===== src/rtl/lcd_pkg.sv =====
// Shared types and constants for the HD44780 character-LCD controller.
package lcd_pkg;

  typedef enum logic [2:0] {
    ST_PWRON,
    ST_INIT,
    ST_IDLE,
    ST_SETUP,
    ST_EN_HI,
    ST_HOLD,
    ST_WAIT
  } state_e;

  localparam int         INIT_LEN  = 4;
  localparam logic [7:0] CMD_CLEAR = 8'h01;
  localparam logic [7:0] CMD_HOME  = 8'h02;

  // Power-on command list: 8-bit/2-line, display on, clear, entry mode.
  function automatic logic [7:0] init_rom(input logic [1:0] idx);
    case (idx)
      2'd0:    return 8'h38;
      2'd1:    return 8'h0C;
      2'd2:    return CMD_CLEAR;
      default: return 8'h06;
    endcase
  endfunction

  // Clear and home (0x03 decodes as home too) need the 2 ms execution wait.
  function automatic logic is_long_cmd(input logic rs, input logic [7:0] data);
    return !rs && (data == CMD_CLEAR || data == CMD_HOME || data == 8'h03);
  endfunction

endpackage


===== src/rtl/lcd_fifo.sv =====
// Write buffer for {rs, data} bytes; registered ready so software sees a clean flag.
module lcd_fifo #(
  parameter int DEPTH = 4
) (
  input  logic       clk_i,
  input  logic       rst_ni,
  input  logic       push_i,
  input  logic       pop_i,
  input  logic [8:0] wdata_i,
  output logic [8:0] rdata_o,
  output logic       full_o,
  output logic       empty_o,
  output logic       empty_nxt_o,
  output logic       ready_o
);
  localparam int AW = $clog2(DEPTH);
  localparam int CW = AW + 1;

  logic [8:0]    mem_q [DEPTH];
  logic [AW-1:0] wr_ptr_q, rd_ptr_q;
  logic [CW-1:0] count_q, count_d;
  logic          ready_q;
  logic          do_push, do_pop;

  assign full_o      = (count_q == CW'(DEPTH));
  assign empty_o     = (count_q == '0);
  assign do_push     = push_i && !full_o;
  assign do_pop      = pop_i && !empty_o;
  assign count_d     = count_q + CW'(do_push) - CW'(do_pop);
  assign empty_nxt_o = (count_d == '0);
  assign rdata_o     = mem_q[rd_ptr_q];
  assign ready_o     = ready_q;

  // Storage array; contents are don't-care while empty, so no reset.
  always_ff @(posedge clk_i) begin
    if (do_push) mem_q[wr_ptr_q] <= wdata_i;
  end

  // Pointers, occupancy and the registered not-full flag.
  always_ff @(posedge clk_i) begin
    if (!rst_ni) begin
      wr_ptr_q <= '0;
      rd_ptr_q <= '0;
      count_q  <= '0;
      ready_q  <= 1'b0;
    end else begin
      if (do_push) wr_ptr_q <= wr_ptr_q + AW'(1);
      if (do_pop)  rd_ptr_q <= rd_ptr_q + AW'(1);
      count_q <= count_d;
      ready_q <= (count_d != CW'(DEPTH));
    end
  end

endmodule


===== src/rtl/lcd_ctrl.sv =====
// HD44780 write-only controller: autonomous init, buffered writes, bus timing.
module lcd_ctrl
  import lcd_pkg::*;
#(
  parameter int SETUP_CYC    = 4,
  parameter int EN_HIGH_CYC  = 25,
  parameter int HOLD_CYC     = 4,
  parameter int CMD_WAIT_CYC = 2500,
  parameter int CLR_WAIT_CYC = 100000,
  parameter int PWRON_CYC    = 2000000,
  parameter int FIFO_DEPTH   = 4
) (
  input  logic       clk_i,
  input  logic       rst_ni,
  input  logic       wr_valid_i,
  input  logic       wr_rs_i,
  input  logic [7:0] wr_data_i,
  output logic       wr_ready_o,
  output logic       busy_o,
  output logic       init_done_o,
  output logic [7:0] lcd_data_o,
  output logic       lcd_rs_o,
  output logic       lcd_rw_o,
  output logic       lcd_en_o,
  output logic       lcd_on_o
);
  localparam int MAXC = (PWRON_CYC > CLR_WAIT_CYC) ? PWRON_CYC : CLR_WAIT_CYC;
  localparam int CW   = $clog2(MAXC + 1);

  localparam logic [CW-1:0] LD_PWRON = CW'(PWRON_CYC - 1);
  localparam logic [CW-1:0] LD_SETUP = CW'(SETUP_CYC - 1);
  localparam logic [CW-1:0] LD_EN    = CW'(EN_HIGH_CYC - 1);
  localparam logic [CW-1:0] LD_HOLD  = CW'(HOLD_CYC - 1);
  localparam logic [CW-1:0] LD_CMD   = CW'(CMD_WAIT_CYC - 1);
  localparam logic [CW-1:0] LD_CLR   = CW'(CLR_WAIT_CYC - 1);

  state_e        state_q, state_d;
  logic [CW-1:0] cnt_q, cnt_d;
  logic [2:0]    idx_q, idx_d;
  logic          done_q, done_d;
  logic [7:0]    data_q, data_d;
  logic          rs_q, rs_d;
  logic          en_q, on_q, busy_q;

  logic       push, pop;
  logic [8:0] head;
  logic       fifo_full, fifo_empty, fifo_empty_nxt;

  assign push = wr_valid_i && wr_ready_o && !fifo_full;
  assign pop  = (state_q == ST_IDLE) && done_q && !fifo_empty;

  lcd_fifo #(.DEPTH(FIFO_DEPTH)) u_fifo (
    .clk_i      (clk_i),
    .rst_ni     (rst_ni),
    .push_i     (push),
    .pop_i      (pop),
    .wdata_i    ({wr_rs_i, wr_data_i}),
    .rdata_o    (head),
    .full_o     (fifo_full),
    .empty_o    (fifo_empty),
    .empty_nxt_o(fifo_empty_nxt),
    .ready_o    (wr_ready_o)
  );

  // Sequencer: one shared down-counter, reloaded with N-1 on each state entry.
  always_comb begin
    state_d = state_q;
    cnt_d   = (cnt_q != '0) ? cnt_q - CW'(1) : cnt_q;
    idx_d   = idx_q;
    done_d  = done_q;
    data_d  = data_q;
    rs_d    = rs_q;
    case (state_q)
      ST_PWRON: if (cnt_q == '0) state_d = ST_INIT;
      ST_INIT: begin
        data_d  = init_rom(idx_q[1:0]);
        rs_d    = 1'b0;
        idx_d   = idx_q + 3'd1;
        state_d = ST_SETUP;
        cnt_d   = LD_SETUP;
      end
      ST_IDLE: if (pop) begin
        {rs_d, data_d} = head;
        state_d        = ST_SETUP;
        cnt_d          = LD_SETUP;
      end
      ST_SETUP: if (cnt_q == '0) begin
        state_d = ST_EN_HI;
        cnt_d   = LD_EN;
      end
      ST_EN_HI: if (cnt_q == '0) begin
        state_d = ST_HOLD;
        cnt_d   = LD_HOLD;
      end
      ST_HOLD: if (cnt_q == '0) begin
        state_d = ST_WAIT;
        cnt_d   = is_long_cmd(rs_q, data_q) ? LD_CLR : LD_CMD;
      end
      ST_WAIT: if (cnt_q == '0) begin
        if (!done_q && idx_q != 3'(INIT_LEN)) begin
          state_d = ST_INIT;
        end else begin
          state_d = ST_IDLE;
          done_d  = 1'b1;
        end
      end
      default: state_d = ST_PWRON;
    endcase
  end

  // State and pin registers; EN is decoded from the next state so it never glitches.
  always_ff @(posedge clk_i) begin
    if (!rst_ni) begin
      state_q <= ST_PWRON;
      cnt_q   <= LD_PWRON;
      idx_q   <= '0;
      done_q  <= 1'b0;
      data_q  <= 8'h00;
      rs_q    <= 1'b0;
      en_q    <= 1'b0;
      on_q    <= 1'b0;
      busy_q  <= 1'b0;
    end else begin
      state_q <= state_d;
      cnt_q   <= cnt_d;
      idx_q   <= idx_d;
      done_q  <= done_d;
      data_q  <= data_d;
      rs_q    <= rs_d;
      en_q    <= (state_d == ST_EN_HI);
      on_q    <= 1'b1;
      busy_q  <= !fifo_empty_nxt || (state_d != ST_IDLE);
    end
  end

  assign lcd_data_o  = data_q;
  assign lcd_rs_o    = rs_q;
  assign lcd_rw_o    = 1'b0;
  assign lcd_en_o    = en_q;
  assign lcd_on_o    = on_q;
  assign busy_o      = busy_q;
  assign init_done_o = done_q;

endmodule


===== config.mk =====
export PLATFORM = sky130hd
export DESIGN_NAME = lcd_ctrl
export DESIGN_NICKNAME = d
export VERILOG_FILES = /design/src/rtl/lcd_pkg.sv /design/src/rtl/lcd_fifo.sv /design/src/rtl/lcd_ctrl.sv
export SDC_FILE = /design/constraint.sdc
export NUM_CORES = 1
export LEC_CHECK = 0
export CAP_MARGIN = 20
export CORE_MARGIN = 3
export CORE_UTILIZATION = 38
export CTS_BUF_LIST = sky130_fd_sc_hd__clkbuf_16
export CTS_CLUSTER_DIAMETER = 150
export CTS_CLUSTER_SIZE = 25
export DETAILED_ROUTE_END_ITERATION = 16
export GPL_TIMING_DRIVEN = 0
export PLACE_DENSITY = 0.64
export SLEW_MARGIN = 15
export SYNTH_ARGS = -nofsm -noshare
export SYNTH_HDL_FRONTEND = slang
export SYNTH_HIERARCHICAL = 1
export SYNTH_SLANG_ARGS = --single-unit

===== constraint.sdc =====
create_clock -name clk_i -period 3.6 [get_ports clk_i]
set_clock_uncertainty 0.15 [all_clocks]
set_input_delay 0.72 -clock clk_i [delete_from_list [all_inputs] [get_ports clk_i]]
set_output_delay 0.72 -clock clk_i [all_outputs]
set_load 0.01 [all_outputs]

==> summary.txt, run 1 <==
Psw: 0.000614 W
Sequential share of power: 0.481
Pre-antenna DRT Iters: 5
PnR worst setup slack: 0.268 ns
Number of global-route vias before repair: 2860
WL/cell: 14.8 microns
Post-synth EDFFs: 36
Syn Nets: 405
Die Span X: 109 microns
Sw Ratio: 0.267
Primary FF master, synth: dfxtp_1
Yosys top cell area share: 0.269
Clock Pin Slew Worst Setup and Hold Paths: 0.07 ns
Vias: 2864
Layout cells sized above 1: 0.112
Largest net degree at the start of global routing: 19
Period Utilization, post-route: 0.926
Synth unique cells: 59
Inserted Diodes: 0
Post-synth ARST share: 0
Clock Latency Late Sink: 0.34 ns
CP arrival: 3.41 ns
Post-layout min period: 3.33 ns
Total track usage: 0.150
Worst slack, placed: -0.165 ns
Initial antenna violation count: 0
Antenna Violating Nets Remaining: 0
Setup crit end kind: register
Final Hold Viols: 0
Most area-consuming cells after synthesis: edfxtp_1 27%, dfxtp_1 25%, mux4_2 5.0%
Syn. warnings: 6
Final nets: 442
Root buf cell: clkbuf_16
Critical path launch point type: primary input
Fillers: 918
Max cap viols: 0
Power per cell area: 483 nW/um^2
Crit path max fanout: 7
Post-Syn Area: 4030 sq um
Power share of the clock group: 0.399
DR DRC count: 0
Initial core utilization: 0.401
Area leader, netlist: edfxtp_1
Area growth from synthesis to layout: 18.4%
Cell internal pwr: 0.00169 W
Die Area: 11900 sq um
Util after Layout: 0.474
Pins Over Slew Limit: 0
R2R Setup Slk: 0.30 ns
Row count: 36
Deepest clock path buffer count: 2
H-tree depth: 3
Logic pwr share: 0.120
#FFs+latches synth: 86
Status: finished, final reports clean
Max_slew headroom: 0.605
Vias per cell: 5.19
Final setup viols: 0
Die Height: 109 microns
Routed Wire Length: 8.19 mm
Cell count after synthesis: 377
Port-buffer cells: 25
Count leader, synth: dfxtp_1
Post-DP HPWL: 5.98 mm
Critical Path RT: 3.68 ns
First-pass GRT wire length: 13.9 mm
Max IR drop VDD: 0.329 mV
GP Congestion: 0.882
Critical path type: in2reg
Post-Syn Area per Cell: 10.7 sq um
DR iter-0 viols: 128
Hold/Removal Path Class: reg2reg
CTS hold repair buffers: 0
Core ar.: 10000 sq um
TritonCTS Buffers: 9
P_leak: 1.57 nW
Least-Margin Pin Slew: 0.584 ns
Fmax achieved: 0.300 GHz
RSZ-0062 raised after global routing: no
Post-synth top cells: 50 x dfxtp_1, 36 x edfxtp_1, 33 x nand2_1, 29 x nor2_1, 21 x a21oi_1
I/O Pins: 27
CTS tree: built
Gr ovfl total: 0
Clock sinks: 86
Register area share after synthesis: 0.517
## cell usage in the layout (no fill, tap or decap), types with 13 or more instances in the layout
master	n
a21oi_1	21
clkdlybuf4s50_1	25
dfxtp_1	50
edfxtp_1	36
ha_1	15
inv_1	14
nand2_1	33
nor2_1	29
o21ai_1	13
xnor2_1	18
## power groups by stage
stage / Sequential, W / Combinational (W) / Clock (W)
floorplan: 0.00112 / 0.000180 / 0
global placement: 0.00113 / 0.000267 / 0
detailed placement: 0.00113 / 0.000274 / 0
CTS: 0.00111 / 0.000276 / 0.000942
global route: 0.00111 / 0.000313 / 0.000985
finish: 0.00111 / 0.000277 / 0.000919
## final cells by class
class	count	area (sq um)	share of cell area
flip-flops and latches	86	2080	0.437
multi-input cells	257	1810	0.379
repair buffers	26	258	0.0541
clock buffers	9	225	0.0473
well taps	133	166	0.0349
plain buffers	19	97.6	0.0205
clock inverters	7	73.8	0.0155
inverters	15	56.3	0.0118
## metal layers
layer / share of wire / vias up / global-route usage
met5: 0 / - / 0
met4: 0.017 / 0 / 0.0577
met3: 0.034 / 12 / 0.0337
met2: 0.51 / 53 / 0.255
met1: 0.44 / 1361 / 0.186
li1: - / 1438 / -
## what timing repair did
item / CTS / global route
pin swaps: 0 / 1
setup buffers: 0 / 1
setup endpoints to repair: 1 / 1
cloned: 0 / 0
resized for setup: 1 / 2
## logic make-up (layout without fill, tap and decap cells)
| family | count (synthesis) | after routing | synth area share |
|---|---|---|---|
| compound gates | 69 | 69 | 0.109 |
| xor+xnor | 18 | 18 | 0.0392 |
| fa+ha+maj | 16 | 16 | 0.0516 |
| buf+inv | 34 | 76 | 0.0382 |
| flops | 86 | 86 | 0.517 |
| mux | 15 | 15 | 0.0653 |
| other cells | 1 | 1 | 0.000932 |
| simple gates | 138 | 138 | 0.178 |
## state kept, by name (all words and copies together) (netlist names), named ones only
name,count
lcd_data_o,8
u_fifo/count_q,3
state_q,3
lcd_rs_o,1
cnt_q,21
lcd_on_o,1
u_fifo/rd_ptr_q,2
idx_q,3
u_fifo/ready_o,1
u_fifo/wr_ptr_q,2
busy_o,1
init_done_o,1
lcd_en_o,1
u_fifo/mem_q,36
## through the flow
step	power, W	hold WS (ns)	TNS [ns]	std cells	area (sq um)
after detailed placement	0.00140	0.321	-0.165	535	4440
after global placement	0.00139	0.313	-0.0987	535	4440
final	0.00230	0.327	0	552	4760
after global routing	0.00241	0.351	0	552	4760
after floorplan	0.00131	0.306	0	377	4030
after CTS	0.00232	0.329	0	551	4750
## critical path: stages
cell and delay (ns):
clkdlybuf4s50_1 0.45, nand2_1 0.05, nor2_1 0.06, nor2b_1 0.16, buf_6 0.14, inv_1 0.04, ha_1 0.26, inv_1 0.04
ha_1 0.18, fa_1 0.41, xnor2_1 0.21, xnor2_1 0.14, nor3_2 0.16, nor2_1 0.07, a311o_1 0.32
## path summary, 6_finish.rpt
kind,startpoint,end,depth (start not counted)
worst max-delay path,wr_valid_i,busy_o,15
worst min-delay path,lcd_rs_o,lcd_rs_o,2
worst max register to register,state_q[2],busy_o,14
worst min register to register,lcd_rs_o,lcd_rs_o,2
Note: power is estimated with default switching activity, not from simulation.
==> run 2: changes to the inputs <==
--- a/config.mk
+++ b/config.mk
@@ -14,7 +14,7 @@
 export DETAILED_ROUTE_END_ITERATION = 16
 export GPL_TIMING_DRIVEN = 0
 export PLACE_DENSITY = 0.64
-export SLEW_MARGIN = 15
+export SLEW_MARGIN = 10
 export SYNTH_ARGS = -nofsm -noshare
 export SYNTH_HDL_FRONTEND = slang
 export SYNTH_HIERARCHICAL = 1
==> results of run 2 <==
No change in the layout: final DEF, timing and power equal those of run 1.
==> run 3: changes to the inputs <==
--- a/config.mk
+++ b/config.mk
@@ -5,7 +5,6 @@
 export SDC_FILE = /design/constraint.sdc
 export NUM_CORES = 1
 export LEC_CHECK = 0
-export CAP_MARGIN = 20
 export CORE_MARGIN = 3
 export CORE_UTILIZATION = 38
 export CTS_BUF_LIST = sky130_fd_sc_hd__clkbuf_16
==> results of run 3 <==
No change in the layout: final DEF, timing and power equal those of run 1.
